==> config.mk <==
export PLATFORM = sky130hd
export DESIGN_NAME = led_pattern_ctrl_flat
export DESIGN_NICKNAME = d
export VERILOG_FILES = /design/src/rtl/led_pattern_ctrl_if.sv /design/src/rtl/led_pattern_ctrl.sv /design/src/flat_wrapper.sv
export SDC_FILE = /design/constraint.sdc
export NUM_CORES = 1
export LEC_CHECK = 0
export ABC_CLOCK_PERIOD_IN_PS = 6200
export BUFFER_PORTS_ARGS = -buffer_cell sky130_fd_sc_hd__buf_2
export CAP_MARGIN = 10
export CORE_MARGIN = 1.5
export CORE_UTILIZATION = 55
export CTS_CLUSTER_SIZE = 12
export DETAILED_ROUTE_END_ITERATION = 10
export PLACE_DENSITY = 0.72
export REMOVE_ABC_BUFFERS = 1
export SLEW_MARGIN = 10
export SYNTH_ARGS = -nofsm -noshare
export SYNTH_HDL_FRONTEND = slang
export SYNTH_SLANG_ARGS = --single-unit
==> constraint.sdc <==
create_clock -name clk -period 6.2 [get_ports clk]
set_input_delay 0 -clock clk [delete_from_list [all_inputs] [get_ports clk]]
set_output_delay 0 -clock clk [all_outputs]
set_load 0.02 [all_outputs]
==> src/rtl/led_pattern_ctrl_if.sv <==
// LED sequencer pin bundle: raw button in, LED drive / mode / step strobe out.
// The controller connects through the slave modport and the driver of the
// button (board top or testbench) through the master modport.
interface led_pattern_ctrl_if;
  logic       btn1;  // raw push button, active-low, asynchronous
  logic [5:0] led;   // active-low LED drive
  logic [1:0] mode;  // current pattern mode
  logic       tick;  // one-cycle step strobe

  modport master (output btn1, input led, mode, tick);
  modport slave  (input btn1, output led, mode, tick);
endinterface

==> src/rtl/led_pattern_ctrl.sv <==
// led_pattern_ctrl: 6-LED pattern sequencer.
// A prescaler produces a step tick every WAIT_TIME cycles. The raw button is
// synchronized and debounced, and each debounced press advances the pattern
// mode (CHASE, BOUNCE, FILL, BLINK). Each tick steps the current pattern.
// Optional feature macro: LED_BLINK_EN adds the BLINK mode. Without it the
// mode cycles CHASE -> BOUNCE -> FILL -> CHASE and never reads 3.
module led_pattern_ctrl #(
  parameter int WAIT_TIME       = 13500000,  // cycles per step, >= 2
  parameter int DEBOUNCE_CYCLES = 270000     // stable cycles to accept, >= 1
) (
  input  logic                clk,
  input  logic                rst,
  led_pattern_ctrl_if.slave   bus
);

  localparam int CNT_W = $clog2(WAIT_TIME);
  localparam int DB_W  = $clog2(DEBOUNCE_CYCLES + 1);
  localparam logic [CNT_W-1:0] CNT_LAST = CNT_W'(WAIT_TIME - 1);
  localparam logic [DB_W-1:0]  DB_LAST  = DB_W'(DEBOUNCE_CYCLES - 1);

  typedef enum logic [1:0] {
    CHASE  = 2'd0,
    BOUNCE = 2'd1,
    FILL   = 2'd2,
    BLINK  = 2'd3
  } mode_e;

  typedef enum logic {
    DIR_LEFT  = 1'b0,
    DIR_RIGHT = 1'b1
  } dir_e;

  // Prescaler
  logic [CNT_W-1:0] cnt_q, cnt_d;
  logic             tick_q, tick_d;

  // Button synchronizer and debouncer
  logic             sync1_q, sync1_d;
  logic             sync2_q, sync2_d;
  logic             db_q, db_d;          // debounced level, 1 = released
  logic [DB_W-1:0]  db_cnt_q, db_cnt_d;
  logic             press;               // debounced released->pressed pulse

  // Pattern state
  mode_e            mode_q, mode_d;
  logic [5:0]       led_val_q, led_val_d;
  dir_e             dir_q, dir_d;

  // Mode that follows the current one on a press.
  function automatic mode_e next_mode(input mode_e m);
    case (m)
      CHASE:   return BOUNCE;
      BOUNCE:  return FILL;
`ifdef LED_BLINK_EN
      FILL:    return BLINK;
`else
      FILL:    return CHASE;
`endif
      default: return CHASE;
    endcase
  endfunction

  // Prescaler: count 0..WAIT_TIME-1, restart from 0 on a press so the new
  // mode's first step comes a full period later; tick mirrors count==last.
  always_comb begin
    // NOTE: every _d is given a default before any branch, so no path can
    // leave it unassigned and no latch is inferred.
    cnt_d = cnt_q + CNT_W'(1);
    if (press || cnt_q == CNT_LAST) begin
      cnt_d = '0;
    end
    tick_d = (cnt_d == CNT_LAST);
  end

  // Debouncer: count consecutive cycles the synced button disagrees with the
  // debounced level; flip after DEBOUNCE_CYCLES and flag only the press edge.
  always_comb begin
    // Two-stage synchronizer on the asynchronous pin.
    sync1_d  = bus.btn1;
    sync2_d  = sync1_q;
    db_d     = db_q;
    db_cnt_d = '0;
    press    = 1'b0;
    if (sync2_q != db_q) begin
      if (db_cnt_q == DB_LAST) begin
        db_d  = sync2_q;
        press = ~sync2_q;  // flipping to 0 means newly pressed
      end else begin
        db_cnt_d = db_cnt_q + DB_W'(1);
      end
    end
  end

  // Mode FSM and pattern stepping; a press reloads the new mode's start value
  // and discards any tick that lands on the same cycle.
  always_comb begin
    mode_d    = mode_q;
    led_val_d = led_val_q;
    dir_d     = dir_q;
    if (press) begin
      mode_d = next_mode(mode_q);
      dir_d  = DIR_LEFT;
      case (next_mode(mode_q))
        CHASE, BOUNCE: led_val_d = 6'b000001;
        default:       led_val_d = 6'b000000;
      endcase
    end else if (tick_q) begin
      case (mode_q)
        CHASE: led_val_d = {led_val_q[4:0], led_val_q[5]};
        BOUNCE: begin
          if (dir_q == DIR_LEFT) begin
            if (led_val_q == 6'b100000) begin
              dir_d     = DIR_RIGHT;
              led_val_d = 6'b010000;
            end else begin
              led_val_d = led_val_q << 1;
            end
          end else begin
            if (led_val_q == 6'b000001) begin
              dir_d     = DIR_LEFT;
              led_val_d = 6'b000010;
            end else begin
              led_val_d = led_val_q >> 1;
            end
          end
        end
        FILL: begin
          if (led_val_q == 6'b111111) begin
            led_val_d = 6'b000000;
          end else begin
            led_val_d = {led_val_q[4:0], 1'b1};
          end
        end
`ifdef LED_BLINK_EN
        BLINK: led_val_d = ~led_val_q;
`endif
        default: led_val_d = led_val_q;
      endcase
    end
  end

  // State registers with synchronous active-high reset.
  always_ff @(posedge clk) begin
    // NOTE: flops use non-blocking assignment so every register updates from
    // the values present before the edge, independent of statement order.
    if (rst) begin
      cnt_q     <= '0;
      tick_q    <= 1'b0;
      sync1_q   <= 1'b1;
      sync2_q   <= 1'b1;
      db_q      <= 1'b1;
      db_cnt_q  <= '0;
      mode_q    <= CHASE;
      led_val_q <= 6'b000001;
      dir_q     <= DIR_LEFT;
    end else begin
      cnt_q     <= cnt_d;
      tick_q    <= tick_d;
      sync1_q   <= sync1_d;
      sync2_q   <= sync2_d;
      db_q      <= db_d;
      db_cnt_q  <= db_cnt_d;
      mode_q    <= mode_d;
      led_val_q <= led_val_d;
      dir_q     <= dir_d;
    end
  end

  assign bus.led  = ~led_val_q;
  assign bus.mode = mode_q;
  assign bus.tick = tick_q;

endmodule

==> src/flat_wrapper.sv <==
// flat-port wrapper written by rule: the top's interface ports become plain ports
module led_pattern_ctrl_flat 
#(
  parameter int WAIT_TIME       = 13500000,                          
  parameter int DEBOUNCE_CYCLES = 270000                                     
)
  (clk, rst, bus_btn1, bus_led, bus_mode, bus_tick);
  led_pattern_ctrl_if bus_i ();
  input  logic clk;
  input  logic rst;
  input wire logic [$bits(bus_i.btn1)-1:0] bus_btn1;
  output wire logic [$bits(bus_i.led)-1:0] bus_led;
  output wire logic [$bits(bus_i.mode)-1:0] bus_mode;
  output wire logic [$bits(bus_i.tick)-1:0] bus_tick;
  assign bus_i.btn1 = bus_btn1;
  assign bus_led = bus_i.led;
  assign bus_mode = bus_i.mode;
  assign bus_tick = bus_i.tick;
  led_pattern_ctrl #(.WAIT_TIME(WAIT_TIME), .DEBOUNCE_CYCLES(DEBOUNCE_CYCLES)) u_core (.clk(clk), .rst(rst), .bus(bus_i));
endmodule
==> impl_metrics.env, run 1 <==
export IMPL_status="completed"
export IMPL_ys_flop_type="dfxtp_1"
export IMPL_num_fill_cells=429
export IMPL_relSlewSlack_pct=33.3
export IMPL_vias=2243
export IMPL_crit_arrival_ns=2.79
export IMPL_yosysTopAreaCell="dfxtp_1"
export IMPL_instances_no_fill=405
export IMPL_seqPwrFrac_pct=62.8
export IMPL_drive_gt1_share_pct=10.1
export IMPL_synth_warnings=0
export IMPL_total_power_uw=580
export IMPL_layout_nets=347
export IMPL_synth_seq_cells=56
export IMPL_post_cts_buffers=0
export IMPL_maxSlewViolCount=0
export IMPL_grt_max_degree=25
export IMPL_fp_dieH_um=74.7
export IMPL_synthTopCellsByCount="nor2_1, dfxtp_1, nand2_1, xor2_1, xnor2_1"
export IMPL_drc_errors=0
export IMPL_syn_area_per_cell_um2=8.59
export IMPL_h_tree_depth=2
export IMPL_grt_pass1_wl_mm=8.54
export IMPL_place_inst=395
export IMPL_setup_viol=0
export IMPL_pwr_share_clk_pct=34.7
export IMPL_grt_pass1_vias=1950
export IMPL_fin_ws_ns=3.63
export IMPL_end_kind="flop"
export IMPL_design_area_mm2=0.00302
export IMPL_postSynthCellCount=329
export IMPL_syn_area_mm2=0.00283
export IMPL_io_pins=12
export IMPL_combPwrFrac_pct=2.5
export IMPL_wl_per_cell_um=12.7
export IMPL_place_congestion=0.894
export IMPL_clk_pin_slew_worst_paths_ns=0.10
export IMPL_start_util_pct=58.3
export IMPL_clk_latency_ns=0.30
export IMPL_switchingPower_uw=124
export IMPL_cts_sinks=56
export IMPL_ys_seq_area_share_pct=39.7
export IMPL_syn_to_final_growth_pct=6.73
export IMPL_switching_share_pct=21.3
export IMPL_drt_total_wl_mm=5.16
export IMPL_cts_buffers=5
export IMPL_worst_pin_slew_ns=0.989
export IMPL_async_flop_share_pct=0
export IMPL_critPathMaxFanout=8
export IMPL_num_antenna_cells=0
export IMPL_timing_final_crit_share_pct=41.5
export IMPL_synth_edf_count=0
export IMPL_dr_pass1_iters=4
export IMPL_dp_hpwl_mm=3.67
export IMPL_max_cap_violations=0
export IMPL_vias_per_cell=5.54
export IMPL_die_w_um=74.7
export IMPL_initialDrtViolationCount=118
export IMPL_grt_overflow=0
export IMPL_fmax_mhz=389
export IMPL_io_buffers=11
export IMPL_worstHoldPathType="reg -> reg"
export IMPL_min_period_ns=2.57
export IMPL_die_area_mm2=0.00558
export IMPL_rsz0062_at_grt="false"
export IMPL_synth_top_area_share_pct=39.7
export IMPL_place_area_mm2=0.00290
export IMPL_leakage_nw=0.996
export IMPL_worst_ir_drop_vdd_v=0.000148
export IMPL_p_per_area_mw_per_mm2=192
export IMPL_critical_path_class="reg -> reg"
export IMPL_setup_tns_ns=0
export IMPL_antenna_found_initial=0
export IMPL_finalHoldViolations=0
export IMPL_drtAntennaViolNets=0
export IMPL_synth_cell_type_count=46
export IMPL_grt_usage_pct=20.0
export IMPL_rows=25
export IMPL_required_ns=6.42
export IMPL_clock_root_buffer="clkbuf_8"
export IMPL_place_ws_ns=3.67
export IMPL_synth_most_common_cell="nor2_1"
export IMPL_tritoncts="yes"
export IMPL_startpoint_type="flop"
export IMPL_ctsLongestPathBuffers=2
export IMPL_synthTopCellsByArea="dfxtp_1, nor2_1, xor2_1, xnor2_1, nand4_1"
export IMPL_coreArea_mm2=0.00485
export IMPL_clock_skew_ns=0.00701
export IMPL_p_int_uw=457
==> state kept, by name (all words and copies together), names as in the netlist <==
signal / count
u_core.cnt_q: 24
u_core.db_cnt_q: 19
u_core.led_val_q: 6
u_core.bus.mode: 2
u_core.bus.tick: 1
u_core.db_q: 1
u_core.dir_q: 1
u_core.sync1_q: 1
u_core.sync2_q: 1
==> worst max-delay path, stage by stage (launching register included) <==
cell     delay, ns
dfxtp_1       0.42
ha_1          0.35
nand4_1       0.24
or4_4         0.55
nor4_4        0.21
mux2_2        0.37
a211o_1       0.23
nor4_2        0.13
==> cell usage in the layout, fill, tap and decap left out, types with 5 or more instances in the layout <==
cell type	count
inv_1	14
or2_2	5
dfxtp_1	56
nor2_1	57
xor2_1	21
a21oi_1	7
nand3_1	17
nand2_1	21
buf_2	11
xnor2_1	18
and3_1	6
nor3_1	6
o21ai_0	11
nand4_1	16
ha_1	6
clkbuf_8	6
==> layer usage <==
layer  global-route usage [%]  vias up  share of wire (%)
met2                     30.3       54                 43
met4                     9.09        0                1.0
li1                         -     1155                  -
met1                     27.6     1030                 52
met5                        0        -                  0
met3                     4.02        4                4.2
==> through the flow <==
step,util [%],hold WS (ns)
4_1_cts,62.2,0.442
6_report,62.2,0.441
2_1_floorplan,-,0.0724
3_3_place_gp,59.7,0.193
3_5_place_dp,59.7,0.192
5_1_grt,62.2,0.457
==> power by group through the flow <==
| stage | Combinational, mW | Clock, mW | Sequential [mW] |
|---|---|---|---|
| after floorplan | 0.00933 | 0 | 0.372 |
| after global placement | 0.0128 | 0 | 0.373 |
| after detailed placement | 0.0130 | 0 | 0.373 |
| after CTS | 0.0144 | 0.212 | 0.365 |
| after global routing | 0.0162 | 0.224 | 0.365 |
| final | 0.0143 | 0.201 | 0.364 |
==> final cells by class <==
class | instances | area [um2] | area share (%)
Timing Repair Buffer | 14 | 85.1 | 2.82
Clock inverter | 1 | 8.76 | 0.290
Sequential cell | 56 | 1120 | 37.2
Clock buffer | 6 | 82.6 | 2.74
Multi-Input combinational cell | 246 | 1580 | 52.3
Inverter | 15 | 56.3 | 1.87
Tap cell | 67 | 83.8 | 2.78
==> logic make-up (layout without fill, tap and decap cells) <==
kind of cell	Yosys count	after routing	synth area share (%)
DFF	56	56	39.7
muxes	5	5	1.81
AOI/OAI and AO/OA	39	39	9.47
and+or+nand+nor	157	157	29.8
buffers and inverters	27	36	4.47
adders and majority gates	6	6	2.66
xor gates and xnor gates	39	39	12.1
==> worst paths after layout <==
path | slack, ns | cells after the start | from | to
max | 3.63 | 7 | u_core.cnt_q[0] | u_core.bus.tick
min | 0.44 | 1 | u_core.sync1_q | u_core.sync2_q
max reg2reg | 3.63 | 7 | u_core.cnt_q[0] | u_core.bus.tick
min reg2reg | 0.44 | 1 | u_core.sync1_q | u_core.sync2_q
==> timing repair <==
action | in CTS | in global routing
hold buffers | 3 | 0
endpoints found under the hold margin | 6 | 0
gates resized for setup | 0 | 0
Note: power is estimated with default switching activity, not from simulation.
==> inputs of run 2 (changes only) <==
- ABC_CLOCK_PERIOD_IN_PS: 6200 -> 2340
- PLACE_DENSITY: 0.72 -> 0.75
- clock period: 6.2 -> 2.34 ns (I/O delays scaled with it)
==> impl_metrics.env, run 2 (synthesis gave the netlist of run 1 again) <==
export IMPL_cts_buffers=5
export IMPL_vias=2286
export IMPL_grt_pass1_vias=2184
export IMPL_endpoint="u_core.bus.tick"
export IMPL_timing_rr_end="u_core.bus.tick"
export IMPL_rr_worst_depth=6
export IMPL_fp_dieH_um=74.7
export IMPL_largest_register_ffs=24
export IMPL_drtAntennaViolNets=0
export IMPL_place_congestion=0.897
export IMPL_grt_usage_pct=21.2
export IMPL_startpoint_type="flop"
export IMPL_clk_pin_slew_worst_paths_ns=0.11
export IMPL_max_cap_violations=0
export IMPL_drc_errors=0
export IMPL_drt_total_wl_mm=5.27
export IMPL_grt_overflow=0
export IMPL_timing_final_crit_share_pct=95.2
export IMPL_required_ns=2.57
export IMPL_initialDrtViolationCount=89
export IMPL_worst_pin_slew_ns=0.535
export IMPL_status="completed"
export IMPL_dr_pass1_iters=4
export IMPL_critical_path_top_delay_family="simple AND/OR/NAND/NOR gates"
export IMPL_maxSlewViolCount=0
export IMPL_clock_skew_ns=0.0131
export IMPL_finalHoldViolations=0
export IMPL_reg_top3="u_core.cnt_q: 24 flops, u_core.db_cnt_q: 19 flops, u_core.led_val_q: 6 flops"
export IMPL_cpPeakStageDelay_ns=0.56
export IMPL_r2r_start="u_core.cnt_q[6]"
export IMPL_worst_ir_drop_vdd_v=0.000249
export IMPL_clock_root_buffer="clkbuf_8"
export IMPL_ctsLongestPathBuffers=2
export IMPL_fmax_mhz=449
export IMPL_critPathMaxFanout=6
export IMPL_setup_viol=0
export IMPL_critical_path_class="reg -> reg"
export IMPL_grt_pass1_wl_mm=9.24
export IMPL_die_w_um=74.7
export IMPL_layout_nets=360
export IMPL_tritoncts="yes"
export IMPL_rows=25
export IMPL_drive_gt1_share_pct=13.6
export IMPL_wl_per_cell_um=12.6
export IMPL_io_pins=12
export IMPL_start_util_pct=58.3
export IMPL_leakage_nw=1.06
export IMPL_clk_latency_ns=0.32
export IMPL_crit_cells=6
export IMPL_io_buffers=11
export IMPL_relSlewSlack_pct=64.0
export IMPL_final_common_cell="nor2_1"
export IMPL_syn_to_final_growth_pct=10.4
export IMPL_worstSetupStartpoint="u_core.cnt_q[6]"
export IMPL_cts_resized=0
export IMPL_final_cell_mix="nor2_1, dfxtp_1, nand2_1, xor2_1, xnor2_1"
export IMPL_min_period_ns=2.23
export IMPL_coreArea_mm2=0.00485
export IMPL_p_per_area_mw_per_mm2=501
export IMPL_top_register="u_core.cnt_q"
export IMPL_cts_hold_buf=3
export IMPL_total_power_mw=1.56
export IMPL_h_tree_depth=2
export IMPL_crit_chain="nand4_4, or4_4, nor4_4, mux2_2, a211o_1, nor4_2"
export IMPL_rrSetupSlack_ns=0.11
export IMPL_worstHoldPathType="reg -> reg"
export IMPL_vias_per_cell=5.46
export IMPL_critPathBufInv=0
export IMPL_grt_max_degree=25
export IMPL_place_ws_ns=0.163
export IMPL_post_cts_buffers=0
export IMPL_end_kind="flop"
export IMPL_antenna_found_initial=0
export IMPL_worst_path_max_delay_cell="or4_4"
export IMPL_fin_ws_ns=0.112
export IMPL_die_area_mm2=0.00558
export IMPL_cts_sinks=56
export IMPL_dp_hpwl_mm=3.81
export IMPL_num_antenna_cells=0
export IMPL_rsz0062_at_grt="false"
export IMPL_crit_arrival_ns=2.46
-- run 2: changes by cell type in the layout (fill, tap and decap cells not counted) --
cell	delta
clkinvlp_4	+1
buf_4	+13
clkbuf_8	-1
inv_8	+1
-- run 2: worst register-to-register path: stages (launching register included) --
cell and delay [ns]:
dfxtp_1 0.47, nand4_4 0.17, or4_4 0.56, nor4_4 0.19, mux2_2 0.37, a211o_1 0.25, nor4_2 0.12
-- run 2: worst min-delay path by stage --
stage,depth (start not counted),slack (ns),startpoint,to
floorplan,1,0.07,rst,u_core.bus.mode[0]
global route,1,0.45,u_core.sync1_q,u_core.sync2_q
global placement,2,0.19,bus_btn1,u_core.sync1_q
detailed placement,2,0.19,bus_btn1,u_core.sync1_q
CTS,1,0.44,u_core.sync1_q,u_core.sync2_q
finish,1,0.44,u_core.sync1_q,u_core.sync2_q
-- run 2: final cells by class --
cell class                      count  area, um2
Multi-Input combinational cell    246       1580
Sequential cell                    56       1120
Clock buffer                        5       68.8
Timing Repair Buffer               27        183
Fill cell                         407       1730
Tap cell                           67       83.8
Clock inverter                      3       27.5
Inverter                           15       56.3
-- run 2: routing by layer --
metal / wire length [um] / track usage (%) / vias to the layer above
li1: - / - / 1187
met1: 2590 / 26.6 / 1059
met2: 2440 / 35.7 / 33
met3: 173 / 5.35 / 7
met4: 63 / 7.27 / 0
met5: 0 / 0 / -
-- run 2: power by group --
part	switching (mW)	leakage, nW	internal (mW)
Combinational	0.0273	0.562	0.0188
Clock	0.332	0.0463	0.220
Sequential	0.00485	0.452	0.959
Total	0.364	1.06	1.20
-- run 2: per-stage QoR --
step                  TNS, ns  instance area, um2  hold slack (ns)  std cells  util [%]
global placement            0                2990            0.192        408      61.7
finish                      0                3120            0.436        419      64.3
CTS                         0                3120            0.435        419      64.3
global route                0                3120            0.453        419      64.3
detailed placement          0                2990            0.188        408      61.7
floorplan           -0.000925                2760           0.0724        317         -
==> inputs of run 3 (changes only) <==
- ABC_AREA: default -> 1
- CTS_BUF_LIST: default -> sky130_fd_sc_hd__clkbuf_8
==> impl_metrics.env, run 3 <==
export IMPL_drive_gt1_share_pct=11.5
export IMPL_wl_per_cell_um=11.6
export IMPL_grt_usage_pct=22.8
export IMPL_total_power_mw=1.55
export IMPL_initialDrtViolationCount=189
export IMPL_p_per_area_mw_per_mm2=473
export IMPL_hold_path_startpoint="u_core.sync1_q"
export IMPL_setup_viol=0
export IMPL_place_congestion=0.872
export IMPL_syn_to_final_growth_pct=7.97
export IMPL_coreArea_mm2=0.00520
export IMPL_dr_pass1_iters=5
export IMPL_clock_root_buffer="clkbuf_8"
export IMPL_leakage_nw=1.30
export IMPL_rows=26
export IMPL_crit_arrival_ns=2.24
export IMPL_clk_pin_slew_worst_paths_ns=0.11
export IMPL_h_tree_depth=2
export IMPL_relSlewSlack_pct=57.6
export IMPL_top_register="u_core.cnt_q"
export IMPL_die_area_mm2=0.00597
export IMPL_reg_top3="u_core.cnt_q: 24 flops, u_core.db_cnt_q: 19 flops, u_core.led_val_q: 6 flops"
export IMPL_maxSlewViolCount=0
export IMPL_largest_register_ffs=24
export IMPL_clock_skew_ns=0.0157
export IMPL_worst_pin_slew_ns=0.632
export IMPL_fp_dieH_um=77.2
export IMPL_num_fill_cells=491
export IMPL_grt_pass1_vias=2642
export IMPL_required_ns=2.59
export IMPL_instances_no_fill=531
export IMPL_io_pins=12
export IMPL_layout_nets=469
export IMPL_place_ws_ns=0.432
export IMPL_finalHoldViolations=0
export IMPL_r2r_start="u_core.bus.mode[0]"
export IMPL_syn_area_per_cell_um2=6.84
export IMPL_synthTopCellsByCount="nand2_1, inv_1, nor2_1"
export IMPL_worstHoldPathType="reg -> reg"
export IMPL_syn_area_mm2=0.00303
export IMPL_synth_top_area_share_pct=37.0
export IMPL_cts_sinks=56
export IMPL_rrSetupSlack_ns=0.36
export IMPL_cts_buffers=5
export IMPL_hold_path_endpoint="u_core.sync2_q"
export IMPL_startpoint_type="flop"
export IMPL_place_inst=520
export IMPL_yosysTopAreaCell="dfxtp_1"
export IMPL_ctsLongestPathBuffers=2
export IMPL_ys_flop_type="dfxtp_1"
export IMPL_synth_most_common_cell="nand2_1"
export IMPL_drt_total_wl_mm=6.17
export IMPL_async_flop_share_pct=0
export IMPL_ys_seq_area_share_pct=37.0
export IMPL_grt_overflow=0
export IMPL_critPathMaxFanout=9
export IMPL_timing_rr_end="u_core.led_val_q[0]"
export IMPL_final_cell_mix="nand2_1, inv_1, nor2_1"
export IMPL_start_util_pct=58.2
export IMPL_whs_ns=0.436
export IMPL_post_cts_buffers=0
export IMPL_fmax_mhz=504
export IMPL_dp_hpwl_mm=4.75
export IMPL_synth_cell_type_count=36
export IMPL_antenna_found_initial=0
export IMPL_num_antenna_cells=0
export IMPL_die_w_um=77.2
export IMPL_vias=2788
export IMPL_fin_ws_ns=0.358
export IMPL_max_cap_violations=0
export IMPL_rr_worst_depth=7
export IMPL_vias_per_cell=5.25
export IMPL_synth_edf_count=0
export IMPL_grt_max_degree=24
export IMPL_synthTopCellsByArea="dfxtp_1, nand2_1, inv_1, nor2_1, nand3_1"
export IMPL_drc_errors=0
export IMPL_status="completed"
export IMPL_synth_seq_cells=56
export IMPL_place_area_mm2=0.00315
export IMPL_synth_warnings=0
export IMPL_cts_resized=0
export IMPL_rsz0062_at_grt="false"
export IMPL_end_kind="flop"
export IMPL_min_period_ns=1.98
export IMPL_worstSetupStartpoint="u_core.bus.mode[0]"
export IMPL_tritoncts="yes"
export IMPL_holdPathStages=1
export IMPL_grt_pass1_wl_mm=11.2
export IMPL_postSynthCellCount=443
export IMPL_clk_latency_ns=0.32
export IMPL_final_util_pct=62.9
export IMPL_worst_ir_drop_vdd_v=0.000403
export IMPL_drtAntennaViolNets=0
export IMPL_setup_tns_ns=0
export IMPL_io_buffers=11
export IMPL_final_common_cell="nand2_1"
export IMPL_cts_hold_buf=3
export IMPL_design_area_mm2=0.00327
export IMPL_critical_path_class="reg -> reg"
export IMPL_timing_final_crit_share_pct=84.7
run 3: changes by cell type after synthesis, sizes merged, moves of 14 or more:
cell / change
nand2: +82
xor2: -15
inv: +53
xnor2: -15
nor2: +18
nand3: +14
a21oi: +17
run 3: kinds of logic after synthesis:
| logic type | after synthesis | share of synthesized area (%) |
|---|---|---|
| flops | 56 | 37.0 |
| fa+ha+maj | 6 | 2.48 |
| xor+xnor | 9 | 2.60 |
| simple gates | 247 | 38.9 |
| buf+inv | 74 | 9.53 |
| compound gates | 51 | 9.53 |
run 3: worst max-delay path, stage by stage (launching register included):
cell and delay, ns:
dfxtp_1 0.41, inv_1 0.10, ha_1 0.33, o21ai_1 0.52, inv_1 0.22, o21ai_0 0.21
nand2_1 0.07, o211ai_1 0.07
run 3: report_power, final:
group	switching, mW	total, mW	leakage, nW	internal (mW)
clock network	0.333	0.548	0.0485	0.215
logic	0.0233	0.0370	0.799	0.0137
registers	0.00524	0.964	0.452	0.959
run 3: per-layer routing:
metal / wire length (um) / vias up / part of all wire (%) / global-route usage (%)
met3: 267 / 10 / 4.3 / 3.21
met2: 2810 / 68 / 46 / 38.2
li1: - / 1451 / - / -
met4: 97 / 0 / 1.6 / 7.09
met1: 2990 / 1259 / 48 / 30.1
met5: 0 / - / 0 / 0
run 3: worst max path at each step:
stage,to,slack [ns],cells after the start
final,u_core.led_val_q[0],0.36,7
after global routing,u_core.led_val_q[0],0.13,7
after CTS,u_core.led_val_q[0],0.39,7
after detailed placement,u_core.led_val_q[0],0.43,7
after global placement,u_core.led_val_q[0],0.43,7
after floorplan,u_core.led_val_q[2],0.55,6
run 3: final cells by class:
type                            count  area (um2)  share of cell area [%]
Inverter                           69         259                    7.91
Tap cell                           70        87.6                    2.68
Sequential cell                    56        1120                    34.3
Clock inverter                      3        22.5                   0.688
Multi-Input combinational cell    313        1620                    49.5
Clock buffer                        5        68.8                    2.10
Timing Repair Buffer               15        92.6                    2.83
